`src/rtl/lsu_pkg.sv`:
```
// Shared types for the load/store unit: access sizes (RISC-V funct3), FSM states
// and the access legality check.
package lsu_pkg;

  typedef enum logic [2:0] {
    LSU_B  = 3'b000,
    LSU_H  = 3'b001,
    LSU_W  = 3'b010,
    LSU_BU = 3'b100,
    LSU_HU = 3'b101
  } mem_size_e;

  typedef enum logic [2:0] {
    IDLE,
    LOAD,
    RMW_READ,
    STORE,
    RESP
  } lsu_state_e;

  // Unsigned sizes exist only for loads; halves and words must be naturally aligned.
  function automatic logic access_fault(input logic store, input logic [2:0] funct3,
                                        input logic [1:0] offset);
    case (funct3)
      LSU_B:   return 1'b0;
      LSU_H:   return offset[0];
      LSU_W:   return offset != 2'b00;
      LSU_BU:  return store;
      LSU_HU:  return store | offset[0];
      default: return 1'b1;
    endcase
  endfunction

endpackage

```
`src/rtl/lsu_align.sv`:
```
// Combinational lane logic: extracts and extends load data from a memory word,
// and merges sub-word store data into the old word for read-modify-write.
module lsu_align
  import lsu_pkg::*;
(
  input  logic [1:0]  offset,
  input  logic [2:0]  size,
  input  logic [31:0] word,
  input  logic [31:0] wdata,
  output logic [31:0] load_data,
  output logic [31:0] merged_word
);

  logic [7:0]  byte_sel;
  logic [15:0] half_sel;

  always_comb begin
    byte_sel    = word[{offset, 3'b000} +: 8];
    half_sel    = offset[1] ? word[31:16] : word[15:0];
    load_data   = '0;
    merged_word = word;
    case (size)
      LSU_B:  load_data = {{24{byte_sel[7]}}, byte_sel};
      LSU_BU: load_data = {24'h0, byte_sel};
      LSU_H:  load_data = {{16{half_sel[15]}}, half_sel};
      LSU_HU: load_data = {16'h0, half_sel};
      LSU_W:  load_data = word;
      default: load_data = '0;
    endcase
    case (size)
      LSU_B, LSU_BU: merged_word[{offset, 3'b000} +: 8] = wdata[7:0];
      LSU_H, LSU_HU: begin
        if (offset[1]) merged_word[31:16] = wdata[15:0];
        else           merged_word[15:0]  = wdata[15:0];
      end
      default: merged_word = wdata;
    endcase
  end

endmodule

```
`src/rtl/load_store_unit.sv`:
```
// Core-side load/store initiator for a word-wide memory without byte enables;
// sub-word stores are done as read-modify-write.
module load_store_unit
  import lsu_pkg::*;
#(
  parameter int unsigned DEPTH_WORDS = 32
) (
  input  logic        clk,
  input  logic        reset,
  input  logic        req_valid,
  output logic        req_ready,
  input  logic        req_store,
  input  logic [2:0]  req_funct3,
  input  logic [31:0] req_addr,
  input  logic [31:0] req_wdata,
  output logic        resp_valid,
  output logic [31:0] resp_rdata,
  output logic        resp_fault,
  output logic [31:0] mem_addr,
  output logic        mem_rd_en,
  input  logic [31:0] mem_rd_data,
  output logic        mem_wr_en,
  output logic [31:0] mem_wr_data
);

  localparam int unsigned IDX_W = $clog2(DEPTH_WORDS);

  lsu_state_e       state;
  logic             cap_store;
  logic [2:0]       cap_funct3;
  logic [1:0]       cap_offset;
  logic [IDX_W-1:0] cap_idx;
  logic [31:0]      cap_wdata;
  logic [31:0]      merged_q;
  logic [31:0]      load_data;
  logic [31:0]      merged_word;
  logic             req_fault;
  logic             unused_addr_hi;

  // Word index wraps modulo the power-of-two depth, so the upper address bits are dropped.
  assign unused_addr_hi = ^req_addr[31:IDX_W+2];
  assign req_fault      = access_fault(req_store, req_funct3, req_addr[1:0]);

  lsu_align u_align (
    .offset      (cap_offset),
    .size        (cap_funct3),
    .word        (mem_rd_data),
    .wdata       (cap_wdata),
    .load_data   (load_data),
    .merged_word (merged_word)
  );

  always_ff @(posedge clk or posedge reset) begin
    if (reset) begin
      state      <= IDLE;
      cap_store  <= 1'b0;
      cap_funct3 <= '0;
      cap_offset <= '0;
      cap_idx    <= '0;
      cap_wdata  <= '0;
      merged_q   <= '0;
      resp_rdata <= '0;
      resp_fault <= 1'b0;
    end else begin
      case (state)
        IDLE: begin
          if (req_valid) begin
            cap_store  <= req_store;
            cap_funct3 <= req_funct3;
            cap_offset <= req_addr[1:0];
            cap_idx    <= req_addr[IDX_W+1:2];
            cap_wdata  <= req_wdata;
            if (req_fault) begin
              resp_rdata <= '0;
              resp_fault <= 1'b1;
              state      <= RESP;
            end else if (!req_store) begin
              state <= LOAD;
            end else if (req_funct3 == LSU_W) begin
              state <= STORE;
            end else begin
              state <= RMW_READ;
            end
          end
        end
        LOAD: begin
          resp_rdata <= load_data;
          resp_fault <= 1'b0;
          state      <= RESP;
        end
        RMW_READ: begin
          merged_q <= merged_word;
          state    <= STORE;
        end
        STORE: begin
          resp_rdata <= '0;
          resp_fault <= 1'b0;
          state      <= RESP;
        end
        RESP:    state <= IDLE;
        default: state <= IDLE;
      endcase
    end
  end

  // Memory strobes decode from the asynchronously reset state, so a reset drops them at once.
  assign req_ready   = (state == IDLE);
  assign resp_valid  = (state == RESP);
  assign mem_rd_en   = (state == LOAD) || (state == RMW_READ);
  assign mem_wr_en   = (state == STORE);
  assign mem_addr    = (state == IDLE) ? '0 : 32'(cap_idx);
  assign mem_wr_data = (state != STORE) ? '0 :
                       (cap_funct3 == LSU_W) ? cap_wdata : merged_q;

  logic unused_cap_store;
  assign unused_cap_store = cap_store;

endmodule

```
`config.mk`:
```
export PLATFORM = sky130hd
export DESIGN_NAME = load_store_unit
export DESIGN_NICKNAME = d
export VERILOG_FILES = /design/src/rtl/lsu_pkg.sv /design/src/rtl/lsu_align.sv /design/src/rtl/load_store_unit.sv
export SDC_FILE = /design/constraint.sdc
export NUM_CORES = 1
export LEC_CHECK = 0
export ABC_AREA = 1
export BUFFER_PORTS_ARGS = -buffer_cell sky130_fd_sc_hd__buf_2
export CELL_PAD_IN_SITES_DETAIL_PLACEMENT = 0
export CELL_PAD_IN_SITES_GLOBAL_PLACEMENT = 2
export CORE_ASPECT_RATIO = 1.25
export CORE_MARGIN = 4
export CORE_UTILIZATION = 30
export DETAILED_ROUTE_END_ITERATION = 16
export PLACE_DENSITY_LB_ADDON = 0.1
export SLEW_MARGIN = 20
export SYNTH_ARGS = -nofsm -noshare
export SYNTH_HDL_FRONTEND = slang
export SYNTH_HIERARCHICAL = 1
export SYNTH_SLANG_ARGS = --single-unit
```
`constraint.sdc`:
```
create_clock -name clk -period 8.8 [get_ports clk]
set_input_delay 0 -clock clk [delete_from_list [all_inputs] [get_ports clk]]
set_output_delay 0 -clock clk [all_outputs]
set_load 0.01 [all_outputs]
```
# After elaboration in Yosys (flattened, before gate mapping)

Index checks and enable logic that the tools add are counted.

Output and inout bits: 101
Input port bits: 103
Bits in registers: 110

Shifts and indexed selects: 3
Bitwise gates (word level): 1
Muxes and demuxes: 21
Reduce and logical (&&, ||, !) cells: 13
Equality and inequality tests: 15
$add $sub $neg: 1

Operators by type and width:

| operator               | number |
|---|---|
| $pmux 32 s5            | 1 |
| $mux 32                | 4 |
| $pmux 32 s3            | 1 |
| $pmux 32 s2            | 1 |
| $mux 16                | 3 |
| $bwmux 32              | 1 |
| $shift 8x7->32 const A | 1 |
| $shiftx 32x6->8        | 1 |
| $shiftx 8x7->32        | 1 |
| $eq 3x3->1 const B     | 5 |
| $eq 3x2->1 const B     | 4 |
| $eq 3x1->1 const B     | 3 |
| $logic_not 3->1        | 3 |
| $pmux 3 s3             | 1 |
| $neg 5->7              | 1 |
| $mux 3                 | 2 |
| $reduce_and 3->1       | 2 |
| $reduce_or 2->1        | 3 |
| $mux 5                 | 1 |
| $pmux 1 s5             | 1 |
| $reduce_bool 2->1      | 2 |
| $mux 1                 | 3 |
| $ne 3x2->1 const B     | 1 |
| $reduce_bool 3->1      | 1 |
| other kinds (7)        | 7 |

# Logic depth before layout (Yosys ltp)

Gate-level depths: netlist of run 1.

Depth after elaboration: 6
Depth in mapped cells: 12

# Modules after synthesis

Netlist of run 1, hierarchy kept.

Modules (own cells, without submodules):

| module          | seq. area each (um^2) | times used | cells an instance | area each (um^2) |
|---|---|---|---|---|
| load_store_unit | 2752.6                | 1          | 600               | 4938.5 |
| lsu_align       | 0.0                   | 1          | 511               | 2235.9 |

# Worst setup path before layout of run 1

Ideal clock, no wire load.

Kind: register to register
From: reg cap_offset[1]
To: reg merged_q[7]
Slack: 6796 ps
Stages on the path, launching flop included: 12
Period minus slack after synthesis: 2004 ps
Library setup time: 77 ps
Data required time: 8723 ps
Data arrival time: 1927 ps
Path through: dfrtp_1 -> inv_2 -> buf_2 -> clkbuf_1 -> ha_1 -> clkbuf_1 -> inv_1 -> a21oi_1 -> nand2_1 -> nand3_1 -> nor2_1 -> a21oi_1

Cells in the longest elaborated chain, start to end: 4

Ends and longest elaborated chain:

| what                                              | RTL line              | RTL |
|---|---|---|
| start: declaration                                | load_store_unit.sv:31 | `logic [1:0] cap_offset;` |
| start signal: assignment                          | load_store_unit.sv:70 | `cap_offset <= req_addr[1:0];` |
| $neg 5->7                                         | lsu_align.sv:31       | `LSU_B, LSU_BU: merged_word[{offset, 3'b000} +: 8] = wdata[7:0];` |
| $shiftx 8x7->32 or $shift 8x7->32 (tied branches) | lsu_align.sv:31       |  |
| $bwmux 32                                         | lsu_align.sv:31       |  |
| $pmux 32 s2 *                                     | lsu_align.sv:30       | `case (size)` |
| net merged_word[7]                                | load_store_unit.sv:36 | `logic [31:0] merged_word;` |
| end signal: assignment                            | load_store_unit.sv:92 | `merged_q <= merged_word;` |
| end: declaration                                  | load_store_unit.sv:34 | `logic [31:0] merged_q;` |

The timed path passes the listed nets; every way through them passes the cells marked *.
A chain may end at the register's enable or synchronous reset.

# Worst setup path after layout of run 1

From: reg cap_funct3[1]
To: out mem_wr_data[9]

Cells in the longest elaborated chain, start to end: 3

Ends and longest elaborated chain:

| what                     | RTL line               | RTL |
|---|---|---|
| start: declaration       | load_store_unit.sv:30  | `logic [2:0] cap_funct3;` |
| start signal: assignment | load_store_unit.sv:69  | `cap_funct3 <= req_funct3;` |
| $eq 3x2->1               | load_store_unit.sv:113 | `(cap_funct3 == LSU_W) ? cap_wdata : merged_q;` |
| $mux 32                  | load_store_unit.sv:113 |  |
| $mux 32                  | load_store_unit.sv:112 | `assign mem_wr_data = (state != STORE) ? '0 :` |
| end: declaration         | load_store_unit.sv:23  | `output logic [31:0] mem_wr_data` |

Every way passes these cells.

==> impl_metrics.tcl, run 1 <==
set metrics [dict create \
    status "complete, no violations" \
    grt_pass1_wl_mm 40.71 \
    stdcell_area_um2 8666 \
    dp_cells 1495 \
    setup_tns_ns 0 \
    clk-insertion-delay-late_ns 0.36 \
    r2r_cells 10 \
    antenna_cells 0 \
    path_clk_slew_ns 0.08 \
    clockRootBuffer "clkbuf_16" \
    drt_iter0_markers 393 \
    cts_buffers 9 \
    min_period_ns 3.076 \
    yosys.area.top_type "dfrtp_1" \
    cts.sinks 110 \
    layout-drive-gt1-share_pct 14.90 \
    initial_core_util_pct 30.34 \
    grt_pass1_vias 7123 \
    grt_antenna_before_repair 0 \
    worst_slack_ns 5.724 \
    gp_congestion 0.8251 \
    syn_to_final_growth_pct 20.79 \
    r2r_setup_slack_ns 6.08 \
    ir_drop_mv 0.2666 \
    setup-violations-final 0 \
    slew_violations 0 \
    cp.required_ns 8.80 \
    placed_area_um2 7944 \
    post-route-drc-count 0 \
    hold_path.class "in -> reg" \
    layout_commonest_cell "nand2_1" \
    utilization_pct 36.65 \
    cp_max_fo 42 \
    clk_path_buf_depth 2 \
    worstSetupEndpointType "output port" \
    ys.warnings.count 6 \
    synth_top_area_share_pct 38.37 \
    reg2reg_to "merged_q[21]" \
    p_leak_nw 4.840 \
    fillCellCount 2680 \
    die_x_um 146.3 \
    drt_pre_antenna_iters 5 \
    final_cells 1554 \
    yosys-top-cells-area "dfrtp_1, nand2_1, a21oi_1" \
    grt_max_degree 68 \
    numPortBuffers 151 \
    critPathMaxStageDelay_ns 0.95 \
    worstPathArrival_ns 3.08 \
    dpl_worst_slack_ns 6.054 \
    cts_max_level 3 \
    rsz0062_at_grt "false" \
    nNetsFinal 1366 \
    synth_cells 1111 \
    row_count 63 \
    synth_area_per_cell_um2 6.458 \
    cp_cell_sequence "nand3b_1 > buf_4 > a21oi_1 > buf_2" \
    routed_wl_mm 25.77 \
    fp.dieArea_um2 26470 \
    routed_via_density 4.701 \
    vias 7306 \
    layout_common_cells "nand2_1, buf_2, a21oi_1, dfrtp_1, nor2_1" \
    ioPinCount 204 \
    ys_ff_latch 110 \
    wire_per_inst_um 16.58 \
    grt_overflow_total 0 \
    grt_use_total_pct 19.38 \
    ant_nets 0 \
    max_freq_ghz 0.3251 \
    cap_violations 0 \
    synth_area_um2 7174 \
    fin_worst_skew_ns 0.008103 \
    cts_tree "yes" \
    crit_start "cap_funct3[1]" \
    post-dp-hpwl_mm 18.80 \
    die_y_um 180.9 \
    start_kind "flip-flop" \
    criticalPathCategory "reg -> out" \
    slowest_stage "dfrtp_2" \
    pwr_density_cell_nw_per_um2 322.8 \
    timing.rr.start "cap_offset[0]" \
    hp-start "mem_rd_data[11]" \
    synthDistinctLibCells 24 \
    fin_crit_sh_pct 34.96 \
    core_area_um2 23650 \
    hold_viol 0 \
    worst_slew_pin_slew_ns 1.054 \
    yosysSeqAreaShare_pct 38.37 \
    crit_end "mem_wr_data[9]" \
    maxSlewHeadroom_pct 29.67 \
]
-- cells in the mapped netlist --
master	number
buf_4	30
o21ai_0	87
a21oi_1	119
nand4_1	2
ha_1	5
nand2_1	372
buf_6	1
nand3_1	84
conb_1	1
clkbuf_1	25
and2_1	1
nand2_2	3
nor2_1	105
nor3_1	1
buf_2	34
o211ai_1	14
inv_2	4
buf_1	2
o21ai_1	4
nor2_2	4
dfrtp_1	110
nand3b_1	1
nor2_4	1
inv_1	101
-- cell type report --
cell class,instances,area [um2],share of cell area (%)
multi-input cells,830,3620,41.77
flip-flops and latches,110,2754,31.78
repair buffers,202,1249,14.41
inverters,105,396.6,4.577
well taps,292,365.4,4.216
clock buffers,10,239.0,2.758
clock inverters,5,42.54,0.4909
-- critical path: cells and delay by family, from the launching register on --
kind	cells	cell delay (ns)
buffers and inverters	2	0.69
AOI/OAI and AO/OA	1	0.29
DFF	1	0.95
and+or+nand+nor	1	0.76
-- per-stage QoR --
step	hold WS, ns	total power (W)
after floorplan	0.1446	0.001956
after global placement	0.1589	0.002398
after detailed placement	0.1561	0.002412
after CTS	0.01734	0.002844
after global routing	0.08523	0.003095
final	0.03614	0.002798
-- cell families (layout without fill, tap and decap cells) --
| kind of cell | count (synthesis) | in the layout | synth area share, % |
|---|---|---|---|
| other cells | 1 | 27 | 0.05227 |
| compound gates | 224 | 224 | 16.11 |
| fa+ha+maj | 5 | 5 | 0.8720 |
| simple gates | 574 | 574 | 32.02 |
| buf+inv | 197 | 322 | 12.57 |
| flops | 110 | 110 | 38.37 |
-- routing by layer --
| metal | routed length (um) | vias to the layer above | GRT usage (%) |
|---|---|---|---|
| met4 | 320 | 0 | 4.330 |
| met5 | 0 | - | 0 |
| met3 | 851 | 16 | 2.333 |
| met2 | 12160 | 156 | 32.52 |
| met1 | 12440 | 3372 | 26.84 |
| li1 | - | 3762 | - |
-- power by group --
| group | switching [W] | internal, W |
|---|---|---|
| registers | 0.000223 | 0.000727 |
| clock network | 0.000206 | 0.000202 |
| logic | 0.000976 | 0.000463 |
| total | 0.00141 | 0.00139 |
-- repair_timing --
item | in CTS | in global routing
hold buffers | 44 | 0
setup buffers | 0 | 0
gates resized for setup | 0 | 0
endpoints found under the setup margin | 0 | 0
hold endpoints to repair | 94 | 0
-- worst min path at each step --
| stage | end | depth (start not counted) |
|---|---|---|
| floorplan | cap_wdata[16] | 2 |
| global placement | resp_rdata[2] | 2 |
| detailed placement | resp_rdata[2] | 2 |
| CTS | resp_rdata[11] | 7 |
| global route | resp_rdata[3] | 5 |
| finish | resp_rdata[11] | 7 |
-- state kept, by name, indices dropped and copies added, names as in the netlist --
signal / count
cap_wdata: 32
merged_q: 32
resp_rdata: 32
cap_idx: 5
cap_funct3: 3
state: 3
cap_offset: 2
resp_fault: 1
(Power assumes the default switching activity.)
==> run 2, diff against run 1 <==
Settings changed: ABC_AREA 1 to 0, CORE_UTILIZATION 30 to 32.
Clock period 8.8 ns to 3.01 ns, I/O delays scaled along.
==> run 2 against run 1 <==
  * Clock power increased to 3.0 times the previous value
  * Die area decreased by 6.6%
  * Non-clock buffer count up 14
  * Largest power group unchanged
==> impl_metrics.tcl, run 2 <==
set metrics [dict create \
    die_x_um 141.4 \
    cts_tree "yes" \
    placed_area_um2 8034 \
    synth.most_common_cell "dfrtp_1" \
    switching_share_pct 44.21 \
    drt_pre_antenna_iters 5 \
    ys_top_cells_by_count "dfrtp_1, nand2_1, mux2_2" \
    start_kind "flip-flop" \
    grt_use_total_pct 19.61 \
    min_period_ns 2.381 \
    wl_met2_mm 12.26 \
    syn_to_final_growth_pct 22.99 \
    core_area_um2 21700 \
    ys.warnings.count 6 \
    synth_cells 706 \
    row_count 60 \
    post-route-drc-count 0 \
    synth_area_um2 7118 \
    grt_pass1_wl_mm 37.99 \
    cp.required_ns 3.31 \
    clockRootBuffer "clkbuf_16" \
    p_sw_w 0.003927 \
    nNetsFinal 973 \
    clk_path_buf_depth 2 \
    cp_max_fo 13 \
    gp_congestion 0.8519 \
    fp.dieArea_um2 24710 \
    hold_viol 0 \
    worstPathArrival_ns 2.68 \
    slew_violations 0 \
    pwr_density_cell_nw_per_um2 1015 \
    path_buf_inv 1 \
    cap_violations 0 \
    top_layer_used "met4" \
    hold_path.class "in -> reg" \
    yosysSeqAreaShare_pct 38.67 \
    post-dp-hpwl_mm 17.93 \
    rsz0062_at_grt "false" \
    cts_max_level 3 \
    yosys.area.top_type "dfrtp_1" \
    die_y_um 174.8 \
    holdWs_ns 0.01892 \
    worst_slew_pin_slew_ns 0.9513 \
    routed_wl_mm 24.63 \
    maxSlewHeadroom_pct 36.44 \
    grt_pass1_vias 6323 \
    grt_overflow_total 0 \
    ir_drop_mv 0.4466 \
    p_int_w 0.004956 \
    fin_worst_skew_ns 0.01092 \
    drt_iter0_markers 503 \
    synth-edff-count 0 \
    ys_ff_latch 110 \
    hp-start "req_funct3[0]" \
    vias 6338 \
    wire_per_inst_um 21.44 \
    cp_cell_sequence "inv_1 > ha_1 > nor2b_1 > nor3_1 > a221o_1 > mux2_2" \
    criticalPathCategory "reg -> reg" \
    grt_max_degree 57 \
    ant_nets 0 \
    utilization_pct 40.35 \
    ys_async_sr_fraction_pct 100.0 \
    synth_ff_type "dfrtp_1" \
    seqPwrFrac_pct 33.5 \
    layout_common_cells "buf_2, dfrtp_1, nand2_1, mux2_2, a221o_1" \
    cp_top_family "simple AND/OR/NAND/NOR gates" \
    status "complete, no violations" \
    crit_start "cap_offset[1]" \
    drt-met1-wl_mm 10.76 \
    ioPinCount 204 \
    fin_crit_sh_pct 79.10 \
    worstSetupEndpointType "flip-flop" \
    max_freq_ghz 0.4200 \
    initial_core_util_pct 32.81 \
    timing.rr.start "cap_offset[1]" \
    clk-insertion-delay-late_ns 0.36 \
    layout_commonest_cell "buf_2" \
    setup_tns_ns 0 \
    stdcell_area_um2 8755 \
    p_leak_nw 4.467 \
    critPathMaxStageDelay_ns 0.68 \
    worst_slack_ns 0.6292 \
    cts.sinks 110 \
    antenna_cells 0 \
    numPortBuffers 151 \
    route.met3.wl_um 959 \
    slowest_stage "nor3_1" \
    grt_antenna_before_repair 0 \
    setup-violations-final 0 \
    synth_area_per_cell_um2 10.08 \
    p_clk_share_pct 13.6 \
    combPwrFrac_pct 52.9 \
    yosys-top-cells-area "dfrtp_1, mux2_2, a221o_1" \
    cts_buffers 9 \
    synth_top_area_share_pct 38.67 \
    routed_via_density 5.516 \
    path_clk_slew_ns 0.08 \
    dpl_worst_slack_ns 0.6604 \
    synthDistinctLibCells 53 \
    layout-drive-gt1-share_pct 33.10 \
    cts_resized 0 \
    reg_top3 "cap_wdata (32), merged_q (32), resp_rdata (32)" \
]
-- run 2: cell types whose count changed after synthesis, sizes merged, moves of 17 or more --
cell	before	now
nand3	84	7
a21oi	119	48
o21ai	91	12
a211oi	0	17
inv	105	15
o211a	0	32
a22oi	0	31
a221o	0	49
nand2	375	97
nor2	110	11
mux2	0	84
-- run 2: final cells by class --
type / instances / area, um2
Fill cell: 2207 / 12940
Multi-Input combinational cell: 513 / 3901
Sequential cell: 110 / 2754
Timing Repair Buffer: 216 / 1401
Tap cell: 279 / 349.1
Clock buffer: 10 / 239.0
Inverter: 15 / 58.81
Clock inverter: 6 / 51.30
-- run 2: routing by layer --
metal,vias up,GRT usage [%]
met4,0,6.400
met1,3187,26.31
li1,2910,-
met2,202,32.73
met3,39,2.491
met5,-,0
-- run 2: worst paths after layout --
check / to / slack [ns] / cells after the start
setup / recovery: merged_q[9] / 0.63 / 6
hold / removal: cap_funct3[0] / 0.02 / 2
setup reg to reg: merged_q[9] / 0.63 / 6
hold reg to reg: merged_q[4] / 0.51 / 1
max in group asynchronous: cap_funct3[1] / 1.92 / 4
min in group asynchronous: resp_rdata[3] / 0.30 / 3
-- run 2: kinds of logic (layout without fill, tap and decap cells) --
logic type	count (synthesis)	count (layout)	synth area share (%)
muxes	89	89	15.57
adders and majority gates	5	5	0.8789
buffers and inverters	109	247	8.402
AOI/OAI and AO/OA	220	220	24.57
xor gates and xnor gates	1	1	0.1231
and+or+nand+nor	171	171	11.72
DFF	110	110	38.67
other	1	27	0.05268
-- run 2: what timing repair did --
item                                   CTS  global route
setup buffers                            0             0
endpoints found under the hold margin   97             0
hold buffers                            43             0
setup endpoints to repair                0             0
-- run 2: per-stage QoR --
| step | instances | total power [W] |
|---|---|---|
| after floorplan | 732 | 0.006225 |
| after global placement | 1090 | 0.007567 |
| after detailed placement | 1090 | 0.007656 |
| after CTS | 1149 | 0.008952 |
| after global routing | 1149 | 0.009514 |
| final | 1149 | 0.008883 |
-- run 2: power groups by stage --
stage / logic [W] / registers, W / clock network (W)
finish: 0.00470 / 0.00297 / 0.00121
global route: 0.00512 / 0.00309 / 0.00131
CTS: 0.00470 / 0.00299 / 0.00126
detailed placement: 0.00464 / 0.00301 / 0
global placement: 0.00458 / 0.00299 / 0
floorplan: 0.00361 / 0.00262 / 0
==> run 3, diff against run 2 <==
Settings changed: CORE_UTILIZATION 32 to 29.
Clock period 3.01 ns to 2 ns, I/O delays scaled along.
==> run 3 against run 2 <==
  * Die area grew 9.8%
  * Global-route usage shrank 0.36 points
  * Clock power grew 64%
  * Count of clock-buffer cells in the layout shrank 1
  * Worst hold slack lost 0.011 ns
  * Power grew 60%
  * Non-clock buffer count grew 23
  * Utilization shrank 2.4 points
  * Final area grew 3.9%
  * Routed wire length grew 8.6%
  * Clock skew is essentially flat
  * Via count grew 1.1%
  * Critical path type unchanged
==> impl_metrics.tcl, run 3 (same netlist as run 2, synthesis figures left out) <==
set metrics [dict create \
    status "complete, no violations" \
    fin_worst_skew_ns 0.01063 \
    worst_slew_pin_slew_ns 0.7460 \
    layout_commonest_cell "buf_2" \
    seqPwrFrac_pct 29.8 \
    ioPinCount 204 \
    max_freq_ghz 0.5158 \
    row_count 63 \
    holdPathStages 2 \
    drt_pre_antenna_iters 5 \
    fin_crit_sh_pct 96.94 \
    grt_antenna_before_repair 0 \
    gp_congestion 0.8319 \
    setup-violations-final 0 \
    cts_tree "yes" \
    start_kind "flip-flop" \
    numPortBuffers 151 \
    hold_end "cap_funct3[0]" \
    die_x_um 148.1 \
    ir_drop_mv 0.5498 \
    worstSetupEndpointType "flip-flop" \
    final_cells 1218 \
    vias 6405 \
    critPathMaxStageDelay_ns 0.49 \
    hp-start "req_funct3[0]" \
    grt_pass1_wl_mm 40.34 \
    cap_violations 0 \
    p_clk_share_pct 13.9 \
    layout_common_cells "buf_2, dfrtp_1, nand2_1, mux2_2, a221o_1" \
    reg_top3 "cap_wdata (32), merged_q (32), resp_rdata (32)" \
    grt_pass1_vias 6477 \
    slowest_stage "or4b_4" \
    grt_use_total_pct 19.25 \
    layout-drive-gt1-share_pct 35.83 \
    wire_per_inst_um 21.96 \
    p_sw_w 0.006184 \
    nNetsFinal 996 \
    cts.sinks 110 \
    path_clk_slew_ns 0.08 \
    ant_nets 0 \
    grt_overflow_total 0 \
    p_leak_nw 4.607 \
    combPwrFrac_pct 56.2 \
    grt_max_degree 56 \
    syn_to_final_growth_pct 27.83 \
    fillCellCount 2489 \
    switching_share_pct 43.52 \
    die_y_um 183.2 \
    cts_buffers 9 \
    slew_violations 0 \
    timing.rr.start "cap_offset[0]" \
    initial_core_util_pct 29.70 \
    stdcell_area_um2 9099 \
    clk-insertion-delay-late_ns 0.37 \
    pwr_density_cell_nw_per_um2 1562 \
    core_area_um2 23960 \
    cts_max_level 3 \
    worstPathArrival_ns 2.25 \
    antenna_cells 0 \
    maxSlewHeadroom_pct 50.27 \
    cp_cell_sequence "inv_1 > ha_1 > or4b_4 > buf_4 > nor2b_4 > a221o_1 > mux2_2" \
    reg2reg_to "merged_q[24]" \
    clockRootBuffer "clkbuf_16" \
    r2r_cells 7 \
    routed_via_density 5.259 \
    dp_cells 1157 \
    p_int_w 0.008025 \
    cp.required_ns 2.31 \
    routed_wl_mm 26.75 \
    hold_viol 0 \
    ff_latch_area_um2 2755 \
    cp_max_fo 10 \
    multiInputGateArea_um2 3931 \
    r2r_setup_slack_ns 0.06 \
    clk_path_buf_depth 2 \
    min_period_ns 1.939 \
    drt_iter0_markers 460 \
    post-route-drc-count 0 \
    post-dp-hpwl_mm 19.55 \
    placed_area_um2 8275 \
    fp.dieArea_um2 27130 \
    hold_path.class "in -> reg" \
    criticalPathCategory "reg -> reg" \
    rsz0062_at_grt "true" \
]
-- run 3: changes by cell type in the layout (fill, tap and decap cells not counted), sizes merged --
cell         delta
buf            +24
clkinvlp        +2
inv             -2
bufinv          +1
clkbuf          -1
dlygate4sd3     -1
-- run 3: routing by layer --
metal	track usage, %	share of wire (%)	up-vias	routed length (um)
met3	2.941	5.1	34	1354
met1	24.89	42	3210	11330
met4	5.508	2.0	0	548
li1	-	-	2953	-
met2	33.39	51	208	13520
met5	0	0	-	0
-- run 3: timing repair --
item                                   in CTS  in global routing
resized for setup                           5                  8
setup buffers                               2                  0
endpoints found under the hold margin     152                  0
cloned                                      1                  0
setup endpoints to repair                  34                 45
pin swaps                                   1                  2
hold buffers                               42                  0
-- run 3: worst max-delay path by stage --
stage                             start        endpoint  slack [ns]
after global placement    cap_offset[0]    merged_q[10]        0.04
after CTS                 cap_funct3[0]  mem_wr_data[7]       0.002
after detailed placement  cap_offset[0]     merged_q[9]        0.03
after floorplan           cap_offset[1]    merged_q[29]       -0.03
final                     cap_offset[0]    merged_q[24]        0.06
after global routing      cap_offset[1]    merged_q[29]       -0.01
-- run 3: critical path: cells and delay by family (launching register included) --
family	cells	cell delay, ns
muxes	1	0.16
AOI/OAI and AO/OA	1	0.19
and+or+nand+nor	2	0.68
buffers and inverters	2	0.28
DFF	1	0.35
adders and majority gates	1	0.24
-- run 3: area by class of cell --
class                           count  share of cell area [%]
Multi-Input combinational cell    513                   43.21
Sequential cell                   110                   30.28
Timing Repair Buffer              239                   17.93
Tap cell                          325                   4.469
Clock buffer                        9                   2.475
Clock inverter                      7                  0.9763
Inverter                           15                  0.6601
-- run 3: power by group through the flow --
stage	combinational, W	clock, W	sequential, W
global placement	0.00761	0	0.00429
floorplan	0.00546	0	0.00394
global route	0.00869	0.00212	0.00438
CTS	0.00798	0.00204	0.00426
detailed placement	0.00770	0	0.00433
finish	0.00799	0.00198	0.00424
-- run 3: metrics by stage --
step	setup WS (ns)	power (W)	TNS [ns]	hold slack, ns	utilization, %
after global placement	0.03588	0.01190	0	0.2320	34.53
final	0.06120	0.01421	0	0.007815	37.97
after floorplan	-0.03408	0.009402	-0.03408	0.1480	-
after CTS	0.002245	0.01428	0	0.008621	37.87
after global routing	-0.01446	0.01519	-0.01867	0.01418	37.97
after detailed placement	0.03375	0.01204	0	0.2338	34.53
